===== src/rtl/mc_pkg.sv =====
// Shared definitions for the multi-cycle main control unit: state encoding,
// opcodes, ALUOp codes and datapath mux select encodings.
package mc_pkg;

    typedef enum logic [3:0] {
        S_FETCH,
        S_DECODE,
        S_MEMADR,
        S_MEMRD,
        S_MEMWB,
        S_MEMWR,
        S_RTEXEC,
        S_RTWB,
        S_BEQ,
        S_BLEZ,
        S_LINK,
        S_ERR
    } state_t;

    localparam logic [5:0] OP_RTYPE  = 6'h00;
    localparam logic [5:0] OP_LW     = 6'h23;
    localparam logic [5:0] OP_SW     = 6'h2B;
    localparam logic [5:0] OP_BEQ    = 6'h04;
    localparam logic [5:0] OP_BLEZAL = 6'h14;

    localparam logic [2:0] ALUOP_ADD   = 3'b000;
    localparam logic [2:0] ALUOP_SUB   = 3'b001;
    localparam logic [2:0] ALUOP_BLEZ  = 3'b011;
    localparam logic [2:0] ALUOP_RTYPE = 3'b100;

    localparam logic [1:0] SRCB_RT     = 2'b00;
    localparam logic [1:0] SRCB_FOUR   = 2'b01;
    localparam logic [1:0] SRCB_IMM    = 2'b10;
    localparam logic [1:0] SRCB_IMM_SH = 2'b11;

    localparam logic [1:0] REGDST_RT = 2'b00;
    localparam logic [1:0] REGDST_RD = 2'b01;
    localparam logic [1:0] REGDST_RA = 2'b10;

    localparam logic [1:0] MEMTOREG_ALUOUT = 2'b00;
    localparam logic [1:0] MEMTOREG_MDR    = 2'b01;
    localparam logic [1:0] MEMTOREG_PC     = 2'b10;

    localparam logic [1:0] PCSRC_ALU    = 2'b00;
    localparam logic [1:0] PCSRC_ALUOUT = 2'b01;

    // States from which a transition back to FETCH retires an instruction.
    function automatic logic is_retire_state(state_t s);
        return (s == S_MEMWB) || (s == S_MEMWR) || (s == S_RTWB) ||
               (s == S_BEQ)   || (s == S_BLEZ)  || (s == S_LINK);
    endfunction

endpackage


===== src/rtl/mc_control_fsm.sv =====
// Multi-cycle MIPS main control: sequences fetch/decode/execute/memory/writeback,
// drives datapath controls, counts retired instructions, flags illegal opcodes.
module mc_control_fsm
    import mc_pkg::*;
#(
    parameter int CNT_W = 32
) (
    input  logic             clk,
    input  logic             reset,
    input  logic [5:0]       opcode,
    input  logic             mem_ready,
    input  logic             cond,
    output logic             mem_read,
    output logic             mem_write,
    output logic             iord,
    output logic             ir_write,
    output logic             pc_write,
    output logic             pc_write_cond,
    output logic [1:0]       pc_source,
    output logic             alusrca,
    output logic [1:0]       alusrcb,
    output logic [2:0]       aluop,
    output logic             reg_write,
    output logic [1:0]       regdst,
    output logic [1:0]       memtoreg,
    output logic             illegal,
    output logic [CNT_W-1:0] instr_count
);

    state_t state, next_state;

    // NOTE: sequential state uses non-blocking assignments so every register
    // samples pre-edge values regardless of block ordering.
    always_ff @(posedge clk) begin
        if (reset) state <= S_FETCH;
        else       state <= next_state;
    end

    // NOTE: next_state gets a default before the case so no latch is inferred.
    always_comb begin
        next_state = state;
        case (state)
            S_FETCH:  if (mem_ready) next_state = S_DECODE;
            S_DECODE: begin
                case (opcode)
                    OP_LW, OP_SW: next_state = S_MEMADR;
                    OP_RTYPE:     next_state = S_RTEXEC;
                    OP_BEQ:       next_state = S_BEQ;
                    OP_BLEZAL:    next_state = S_BLEZ;
                    default:      next_state = S_ERR;
                endcase
            end
            S_MEMADR: next_state = (opcode == OP_LW) ? S_MEMRD : S_MEMWR;
            S_MEMRD:  if (mem_ready) next_state = S_MEMWB;
            S_MEMWB:  next_state = S_FETCH;
            S_MEMWR:  if (mem_ready) next_state = S_FETCH;
            S_RTEXEC: next_state = S_RTWB;
            S_RTWB:   next_state = S_FETCH;
            S_BEQ:    next_state = S_FETCH;
            S_BLEZ:   next_state = cond ? S_LINK : S_FETCH;
            S_LINK:   next_state = S_FETCH;
            S_ERR:    next_state = S_ERR;
            default:  next_state = S_FETCH;
        endcase
    end

    // Controls are held at 0 during reset so an aborted instruction cannot
    // leave a partial register or PC write behind.
    always_comb begin
        mem_read      = 1'b0;
        mem_write     = 1'b0;
        iord          = 1'b0;
        ir_write      = 1'b0;
        pc_write      = 1'b0;
        pc_write_cond = 1'b0;
        pc_source     = PCSRC_ALU;
        alusrca       = 1'b0;
        alusrcb       = SRCB_RT;
        aluop         = ALUOP_ADD;
        reg_write     = 1'b0;
        regdst        = REGDST_RT;
        memtoreg      = MEMTOREG_ALUOUT;
        if (!reset) begin
            case (state)
                S_FETCH: begin
                    mem_read = 1'b1;
                    alusrcb  = SRCB_FOUR;
                    ir_write = mem_ready;
                    pc_write = mem_ready;
                end
                S_DECODE: alusrcb = SRCB_IMM_SH;
                S_MEMADR: begin
                    alusrca = 1'b1;
                    alusrcb = SRCB_IMM;
                end
                S_MEMRD: begin
                    mem_read = 1'b1;
                    iord     = 1'b1;
                end
                S_MEMWB: begin
                    reg_write = 1'b1;
                    memtoreg  = MEMTOREG_MDR;
                end
                S_MEMWR: begin
                    mem_write = 1'b1;
                    iord      = 1'b1;
                end
                S_RTEXEC: begin
                    alusrca = 1'b1;
                    aluop   = ALUOP_RTYPE;
                end
                S_RTWB: begin
                    reg_write = 1'b1;
                    regdst    = REGDST_RD;
                end
                S_BEQ: begin
                    alusrca       = 1'b1;
                    aluop         = ALUOP_SUB;
                    pc_write_cond = 1'b1;
                    pc_source     = PCSRC_ALUOUT;
                end
                S_BLEZ: begin
                    alusrca   = 1'b1;
                    aluop     = ALUOP_BLEZ;
                    pc_write  = cond;
                    pc_source = cond ? PCSRC_ALUOUT : PCSRC_ALU;
                end
                S_LINK: begin
                    reg_write = 1'b1;
                    regdst    = REGDST_RA;
                    memtoreg  = MEMTOREG_PC;
                end
                default: ;
            endcase
        end
    end

    // Sticky flag rises on the edge into ERR, so it is visible in ERR's first cycle.
    always_ff @(posedge clk) begin
        if (reset)                    illegal <= 1'b0;
        else if (next_state == S_ERR) illegal <= 1'b1;
    end

    always_ff @(posedge clk) begin
        if (reset)
            instr_count <= '0;
        else if (is_retire_state(state) && next_state == S_FETCH)
            instr_count <= instr_count + CNT_W'(1);
    end

endmodule


===== config.mk =====
export PLATFORM = sky130hd
export DESIGN_NAME = mc_control_fsm
export DESIGN_NICKNAME = d
export VERILOG_FILES = /design/src/rtl/mc_pkg.sv /design/src/rtl/mc_control_fsm.sv
export SDC_FILE = /design/constraint.sdc
export NUM_CORES = 1
export LEC_CHECK = 0
export ABC_AREA = 1
export CAP_MARGIN = 25
export CORE_ASPECT_RATIO = 0.5
export CORE_MARGIN = 5
export CORE_UTILIZATION = 51
export DETAILED_ROUTE_END_ITERATION = 7
export GPL_ROUTABILITY_DRIVEN = 0
export PLACE_DENSITY = 0.91
export SYNTH_ARGS = -nofsm -noshare
export SYNTH_HDL_FRONTEND = slang
export SYNTH_SLANG_ARGS = --single-unit

===== constraint.sdc =====
create_clock -name clk -period 2.3 [get_ports clk]
set_clock_uncertainty 0.15 [all_clocks]
set_input_delay 0.345 -clock clk [delete_from_list [all_inputs] [get_ports clk]]
set_output_delay 0.345 -clock clk [all_outputs]
set_load 0.02 [all_outputs]

; ---- Yosys cells after proc, flatten, opt, wreduce, memory -nomap -nowiden
; Cells that the tools add are included.
[totals]
ff_bits = 37
ram_bits = 0
latch_bits = 0
wordCells = 68
memories = 0
out_inout_bits = 52
rom_bits = 0
inputBits = 10
[classes]
n_reduce_logical = 14
div = 0
muxes = 34
order_cmp = 0
multipliers = 0
n_eq_ne = 16
add_sub_neg = 1
n_shift = 0
bitwise_logic = 0
[op_table]
columns = op, count
row1 = 32-bit by 1-bit adder with 32-bit output (second input constant), 1
row2 = 4-bit one-hot mux with 8 select lines, 1
row3 = 4-bit == test (second input constant), 5
row4 = 1-bit two-way mux, 17
row5 = 4-bit by 3-bit == test with 1-bit output (second input constant), 4
row6 = 4-bit two-way mux, 4
row7 = 4-bit one-hot mux with 4 select lines, 1
row8 = 6-bit == test (second input constant), 2
row9 = 3-bit one-hot mux with 3 select lines, 1
row10 = 4-bit by 2-bit == test with 1-bit output (second input constant), 2
row11 = 4-bit logical NOT, 2
row12 = 2-bit one-hot mux with 2 select lines, 2
row13 = 6-bit by 3-bit == test with 1-bit output (second input constant), 1
row14 = 6-bit by 5-bit == test with 1-bit output (second input constant), 1
row15 = 6-bit logical NOT, 1
row16 = 2-bit two-way mux, 3
row17 = 3-bit two-way mux, 2
row18 = 2-bit one-hot mux with 3 select lines, 1
row19 = 2-bit OR reduction, 3
row20 = 1-bit logical OR, 5
row21 = 4-bit by 1-bit == test with 1-bit output (second input constant), 1
row22 = 1-bit one-hot mux with 2 select lines, 2
row23 = 4-bit OR reduction, 1
row24 = 3-bit OR reduction, 1
row25 = 1-bit logical AND, 1

; ---- Depth between registers and ports, before layout
; Gate-level depths: netlist (run 1).
[logic_depth]
word_depth = 7
ltp_mapped = 12
ltp_nobuf = 11

; ---- Worst setup path after synthesis (run 1)
; Ideal clock, no wire load.
[synth_path]
kind = register to output
startpoint = register state[3]
endpoint = output port pc_source[0]
stages_incl_launch_ff = 7
path_buffers = 0
arrival_time_ps = 1686
setup_slack_ps = 119
cell_sequence = dfxtp_1 -> inv_2 -> nor2_2 -> inv_2 -> nor3_1 -> inv_1 -> a21oi_1
[synth_via]
elab_chain_len = 3
word_cells_on_any_way = 4
[synth_rtl]
columns = item, line_no
row1 = "start, declared", mc_control_fsm.sv:30  ; state_t state, next_state;
row2 = "start signal, assigned", mc_control_fsm.sv:36  ; else state <= next_state;
row3 = 4-bit == test, mc_control_fsm.sv:84  ; case (state)
row4 = 1-bit one-hot mux with 2 select lines *, mc_control_fsm.sv:84
row5 = 1-bit two-way mux *, mc_control_fsm.sv:83  ; if (!reset) begin
row6 = "end, declared", mc_control_fsm.sv:19  ; output logic [1:0] pc_source,
; Mark *: on every way between the ends. The rest lies on a longest branch, timed or not.

; ---- Worst setup path after layout (run 1)
[layout_path]
startpoint = register state[3]
endpoint = output port reg_write
[layout_via]
elab_chain_len = 4
word_cells_on_any_way = 6
[layout_rtl]
columns = item, line_no
row1 = 4-bit by 3-bit == test with 1-bit output / 4-bit == test (equally long branches), mc_control_fsm.sv:84
row2 = 3-bit OR reduction (no line) *, n/a
row3 = 1-bit two-way mux *, mc_control_fsm.sv:84
row4 = 1-bit two-way mux *, mc_control_fsm.sv:83
row5 = "end, declared", mc_control_fsm.sv:23  ; output logic reg_write,
; Marked as above.

==> results.py, run 1 <==
metrics = {
    "run_status": {
        "status": "finished, final reports clean",
    },
    "run": {
        "drv_cap": 0,
    },
    "yosys": {
        "ys_types": 27,
        "synth_most_common_cell": "nand2_1",
        "synth_top_cell_by_area": "dfxtp_1",
        "yosysSeqAreaShare": 0.272,
        "synth_edf_count": 0,
        "postSynthCellCount": 473,
        "synth_top_cell_area_share": 0.272,
        "synth_area_leaders": "dfxtp_1 27%, nand2_1 23%, nor2_1 11%, nand3_1 7.9%, a21oi_1 6.1%",
        "synth_seq_cells": 37,
        "synth_warnings": 0,
        "async_flop_share": 0,
        "avgSynthCellArea_um2": 5.75,
        "synthTopCellsByCount": "166 x nand2_1, 79 x nor2_1, 43 x nand3_1",
        "synth_flop_cell": "dfxtp_1",
        "syn_nets": 484,
        "netlist_area_um2": 2720,
    },
    "setup_path": {
        "critical_path_required_ps": 1800,
        "worst_r2r_endpoint": "instr_count[10]",
        "cp_slowest_cell": "dfxtp_1",
        "crit_chain": "inv_2, nor2_2, inv_2, nor3_1, a31o_2, clkdlybuf4s15_1",
        "r2r_start": "instr_count[0]",
        "endpoint": "reg_write",
        "reg2reg_depth": 8,
        "r2r_slack_ps": 360,
        "slowest_delay_ps": 400,
        "end_kind": "output pin",
        "worstPathArrival_ps": 1670,
        "cpLargestDelayFamily": "buffers and inverters",
        "worst-path-stages": 6,
        "worstSetupPathType": "reg -> out",
        "cp-start-kind": "register",
        "cpMostUsedCell": "inv_2",
        "worst-path-buf-inv": 3,
        "cp_max_fo": 4,
        "crit_start": "state[3]",
    },
    "detailed_routing": {
        "drtPass1Iterations": 5,
        "route.met2.wl_um": 3500,
        "remaining_drc_errors": 0,
        "drt-met1-wl_um": 3340,
        "antenna_left": 0,
        "vias": 3246,
        "routed_wl_um": 7740,
        "top_layer": "met4",
        "wl_per_cell_um": 12.7,
        "drtIter0Drc": 263,
        "post_drt_via_cell_ratio": 5.31,
        "met3_length_um": 701,
    },
    "global_routing": {
        "grt_pass1_vias": 2974,
        "grt_usage": 0.230,
        "grt_pass1_wl_um": 13100,
        "grt_overflow": 0,
        "grt_max_degree": 32,
        "antenna_found_initial": 0,
    },
    "power": {
        "p_comb_frac": 0.293,
        "seq_power_share": 0.406,
        "p_int_mw": 1.11,
        "p_leak_nw": 1.42,
        "peakVddDrop_v": 0.000319,
        "p_sw_mw": 0.591,
        "power_density_nw_per_um2": 481,
        "swShare": 0.348,
        "clockPowerShare": 0.301,
        "power_mw": 1.70,
    },
    "layout": {
        "final_layout_size_suffix_gt1_frac": 0.0924,
        "syn2layout_area_growth_pct": 30.0,
        "utilization": 0.701,
        "num-nets-final": 551,
        "num_antenna_cells": 0,
    },
    "clock_network": {
        "ctsHtreeMaxLevel": 2,
        "clock_sinks": 37,
        "clock_path_buffers": 2,
        "tritoncts": "done",
        "worstSkewPairLatency_ps": 300,
        "cts.reportedPaths.clkPinSlew_ps": 70,
        "cts_hold_buf": 0,
        "ctsRootBufferMaster": "clkbuf_8",
        "numCtsBuffers": 5,
    },
    "sta": {
        "slew_violations": 0,
        "hold_viol_final": 0,
        "fin_crit_ps": 2170,
        "setup_viol": 0,
        "finalCritPeriodShare": 0.943,
        "max_freq_mhz": 461,
    },
    "floorplan": {
        "dieHeight_um": 61.6,
        "die_w_um": 113,
        "core_area_um2": 5040,
        "die_area_um2": 6980,
        "io_pins": 62,
        "rows": 18,
        "start_util": 0.539,
    },
    "worst_hold_path": {
        "hold_path_depth": 2,
        "hold_path.class": "reg -> reg",
    },
    "placement": {
        "dp_hpwl_um": 5700,
        "port_buffers": 60,
    },
}
[tightest hold or removal path, stage by stage (launching register included)]
cell and delay, ps:
dfxtp_1 320, inv_1 50, a21oi_1 50
[cells by family after synthesis]
logic type | synth area share
AOI/OAI and AO/OA | 0.0884
xor gates and xnor gates | 0.0387
adders and majority gates | 0.00460
buffers and inverters | 0.0897
DFF | 0.272
other | 0.00138
and+or+nand+nor | 0.505
[timing repair]
| item | CTS | global route |
|---|---|---|
| endpoints found under the hold margin | 0 | 0 |
| endpoints found under the setup margin | 18 | 8 |
| gates resized for setup | 18 | 12 |
| setup buffers | 0 | 0 |
[metal layers]
metal	vias to the layer above	global-route usage
met2	137	0.415
li1	1633	-
met5	-	0
met3	22	0.0442
met1	1454	0.282
met4	0	0.0890
[layout make-up]
type,count,area [um^2]
multi-input cells,379,1740
fillers,453,1510
flip-flops and latches,37,742
repair buffers,76,713
inverters,41,154
clock buffers,7,96.3
well taps,70,87.6
clock inverters,1,5.00
[cell usage in the layout (no fill, tap or decap), drive strengths merged]
master and n:
nand4 2, clkdlybuf4s50 42, a31o 1, nand2 166, nor2 87, conb 1, nor4 2, o21ai 7
clkinv 1, nor3 3, dlygate4sd2 12, clkdlybuf4s15 1, dfxtp 37, a21oi 33, clkbuf 11, o21a 1
xor2 5, inv 41, nand3 45, a31oi 2, buf 16, o211ai 1, dlymetal6s2s 1, nand3b 15
ha 1, xnor2 7
[per-stage QoR]
step	std cells	worst slack [ps]	instance area [um^2]	hold WS, ps	setup TNS [ps]
after floorplan	473	119	2720	376	0
final	611	131	3530	312	0
after global placement	603	-84.9	3460	311	-365
after CTS	611	36.0	3540	320	0
after global routing	611	-19.7	3530	354	-19.7
after detailed placement	603	-135	3460	308	-891
[power groups by stage]
stage	Sequential (mW)	Combinational (mW)	Clock (mW)
final	0.690	0.497	0.511
after global routing	0.694	0.547	0.551
after CTS	0.690	0.492	0.519
after detailed placement	0.704	0.508	0
after global placement	0.703	0.503	0
after floorplan	0.700	0.326	0
[how the worst min path moves through the flow]
stage                     startpoint  endpoint  slack [ps]
after floorplan              illegal   illegal         380
after global placement       illegal   illegal         310
after detailed placement     illegal   illegal         310
after CTS                    illegal   illegal         320
after global routing         illegal   illegal         350
final                        illegal   illegal         310
[registers in the layout (all words and copies together), names as in the netlist]
register / cells
instr_count: 32
state: 4
illegal: 1
Power figures use the tool's default switching activity.
==> run 2: changes to the inputs <==
- GPL_TIMING_DRIVEN: unset -> 0
==> run 2 against run 1 <==
Setup slack got worse by 0.66 ps. Hold slack got worse by 5.7 ps. Clock-buffer cell count is the same. Maximum frequency about the same. Final area is 0.99% lower. Sequential power decreased by 0.7%. Non-clock buffer count down 1. Critical path depth rose by 2. Die area did not move. Critical path type is now reg -> reg. Critical endpoint is now instr_count[10]. Highest routed layer unchanged.
==> results.py, run 2 (synthesis results as in run 1) <==
metrics = {
    "run_status": {
        "status": "finished, final reports clean",
    },
    "sta": {
        "tightest_slew_ps": 531,
        "max_freq_mhz": 461,
        "grt_setup_unrepaired": "no",
        "fin_crit_ps": 2170,
        "holdWs_ps": 306,
        "finalCritPeriodShare": 0.944,
        "max_slew_margin": 0.646,
        "hold_viol_final": 0,
        "setup_viol": 0,
        "slew_violations": 0,
    },
    "detailed_routing": {
        "drtPass1Iterations": 5,
        "antenna_left": 0,
        "drt-met1-wl_um": 3620,
        "remaining_drc_errors": 0,
        "wl_per_cell_um": 13.1,
        "post_drt_via_cell_ratio": 5.28,
        "met3_length_um": 679,
        "drtIter0Drc": 283,
        "routed_wl_um": 7980,
        "vias": 3221,
        "top_layer": "met4",
        "route.met2.wl_um": 3530,
    },
    "layout": {
        "syn2layout_area_growth_pct": 28.7,
        "final_layout_size_suffix_gt1_frac": 0.0852,
        "num_antenna_cells": 0,
        "reg_top3": "instr_count: 32 flops, state: 4 flops, illegal: 1 flops",
        "num-nets-final": 550,
        "mostFrequentLayoutCell": "nand2_1",
        "final_cell_mix": "166 x nand2_1, 79 x nor2_1, 43 x nand3_1, 42 x clkdlybuf4s50_1, 34 x dfxtp_1",
        "utilization": 0.694,
        "largest_reg_flops": 32,
        "top_register": "instr_count",
    },
    "floorplan": {
        "dieHeight_um": 61.6,
        "die_area_um2": 6980,
        "die_w_um": 113,
        "io_pins": 62,
        "start_util": 0.539,
        "core_area_um2": 5040,
        "rows": 18,
    },
    "setup_path": {
        "critical_path_required_ps": 2370,
        "worstSetupPathType": "reg -> reg",
        "worstPathArrival_ps": 2240,
        "end_kind": "register",
        "cp_max_fo": 7,
        "cp-start-kind": "register",
    },
    "global_routing": {
        "grt_usage": 0.233,
        "grt_max_degree": 12,
        "antenna_found_initial": 0,
        "grt_pass1_wl_um": 13100,
        "grt_overflow": 0,
        "grt_pass1_vias": 2856,
    },
    "power": {
        "clockPowerShare": 0.307,
        "power_density_nw_per_um2": 485,
        "power_mw": 1.70,
        "p_sw_mw": 0.606,
        "p_leak_nw": 1.43,
        "swShare": 0.357,
        "seq_power_share": 0.403,
        "p_comb_frac": 0.289,
        "peakVddDrop_v": 0.000295,
        "p_int_mw": 1.09,
    },
    "clock_network": {
        "clock_sinks": 37,
        "ctsRootBufferMaster": "clkbuf_8",
        "post_cts_buffers": 0,
        "tritoncts": "done",
        "worstSkewPairLatency_ps": 300,
        "clock_path_buffers": 2,
        "cts.reportedPaths.clkPinSlew_ps": 80,
        "ctsHtreeMaxLevel": 2,
        "numCtsBuffers": 5,
    },
    "placement": {
        "dp_hpwl_um": 5880,
        "port_buffers": 59,
    },
    "worst_hold_path": {
        "hold_path.class": "reg -> reg",
    },
    "run": {
        "drv_cap": 0,
    },
}
## run 2: final timing paths
check	startpoint	to	slack [ps]	depth (start not counted)
worst max-delay path	instr_count[0]	instr_count[10]	130	8
worst min register to register	illegal	illegal	310	2
worst min-delay path	illegal	illegal	310	2
worst max register to register	instr_count[0]	instr_count[10]	130	8
## run 2: per-layer routing
metal  vias up  track usage
met5         -            0
met4         0       0.0908
met3        18       0.0550
met2       151        0.392
met1      1423        0.298
li1       1629            -
## run 2: power by group through the flow
stage / Sequential, mW / Clock (mW) / Combinational (mW)
2_1_floorplan: 0.700 / 0 / 0.326
6_report: 0.685 / 0.522 / 0.492
4_1_cts: 0.683 / 0.524 / 0.487
3_3_place_gp: 0.696 / 0 / 0.490
5_1_grt: 0.688 / 0.552 / 0.534
3_5_place_dp: 0.696 / 0 / 0.494
## run 2: metrics by stage
| step | worst slack (ps) | instances | setup TNS (ps) | instance area (um^2) |
|---|---|---|---|---|
| after floorplan | 119 | 473 | 0 | 2720 |
| after global placement | -57.7 | 602 | -371 | 3400 |
| final | 130 | 610 | 0 | 3500 |
| after detailed placement | -117 | 602 | -1130 | 3400 |
| after CTS | 10.4 | 610 | 0 | 3500 |
| after global routing | 7.74 | 610 | 0 | 3500 |
## run 2: area by class of cell
cell class	instances	area, um^2
buffer	16	92.6
clock buffer	7	96.3
clock inverter	1	5.00
fill	464	1550
inverter	41	154
multi-input combinational	379	1750
sequential	37	744
tap	70	87.6
timing repair buffer	59	573
## run 2: repair_timing
item                       CTS  global route
resized for setup           18            15
hold buffers                 0             0
setup endpoints to repair   14            11
cloned                       0             0
## run 2: worst max-delay path, stage by stage, from the launching register on
cell and delay [ps]:
dfxtp_1 460, ha_2 300, nand2_1 120, nor2_4 210
nand2_1 170, nor2_1 260, xor2_1 180, nand3_1 90
a21oi_1 150
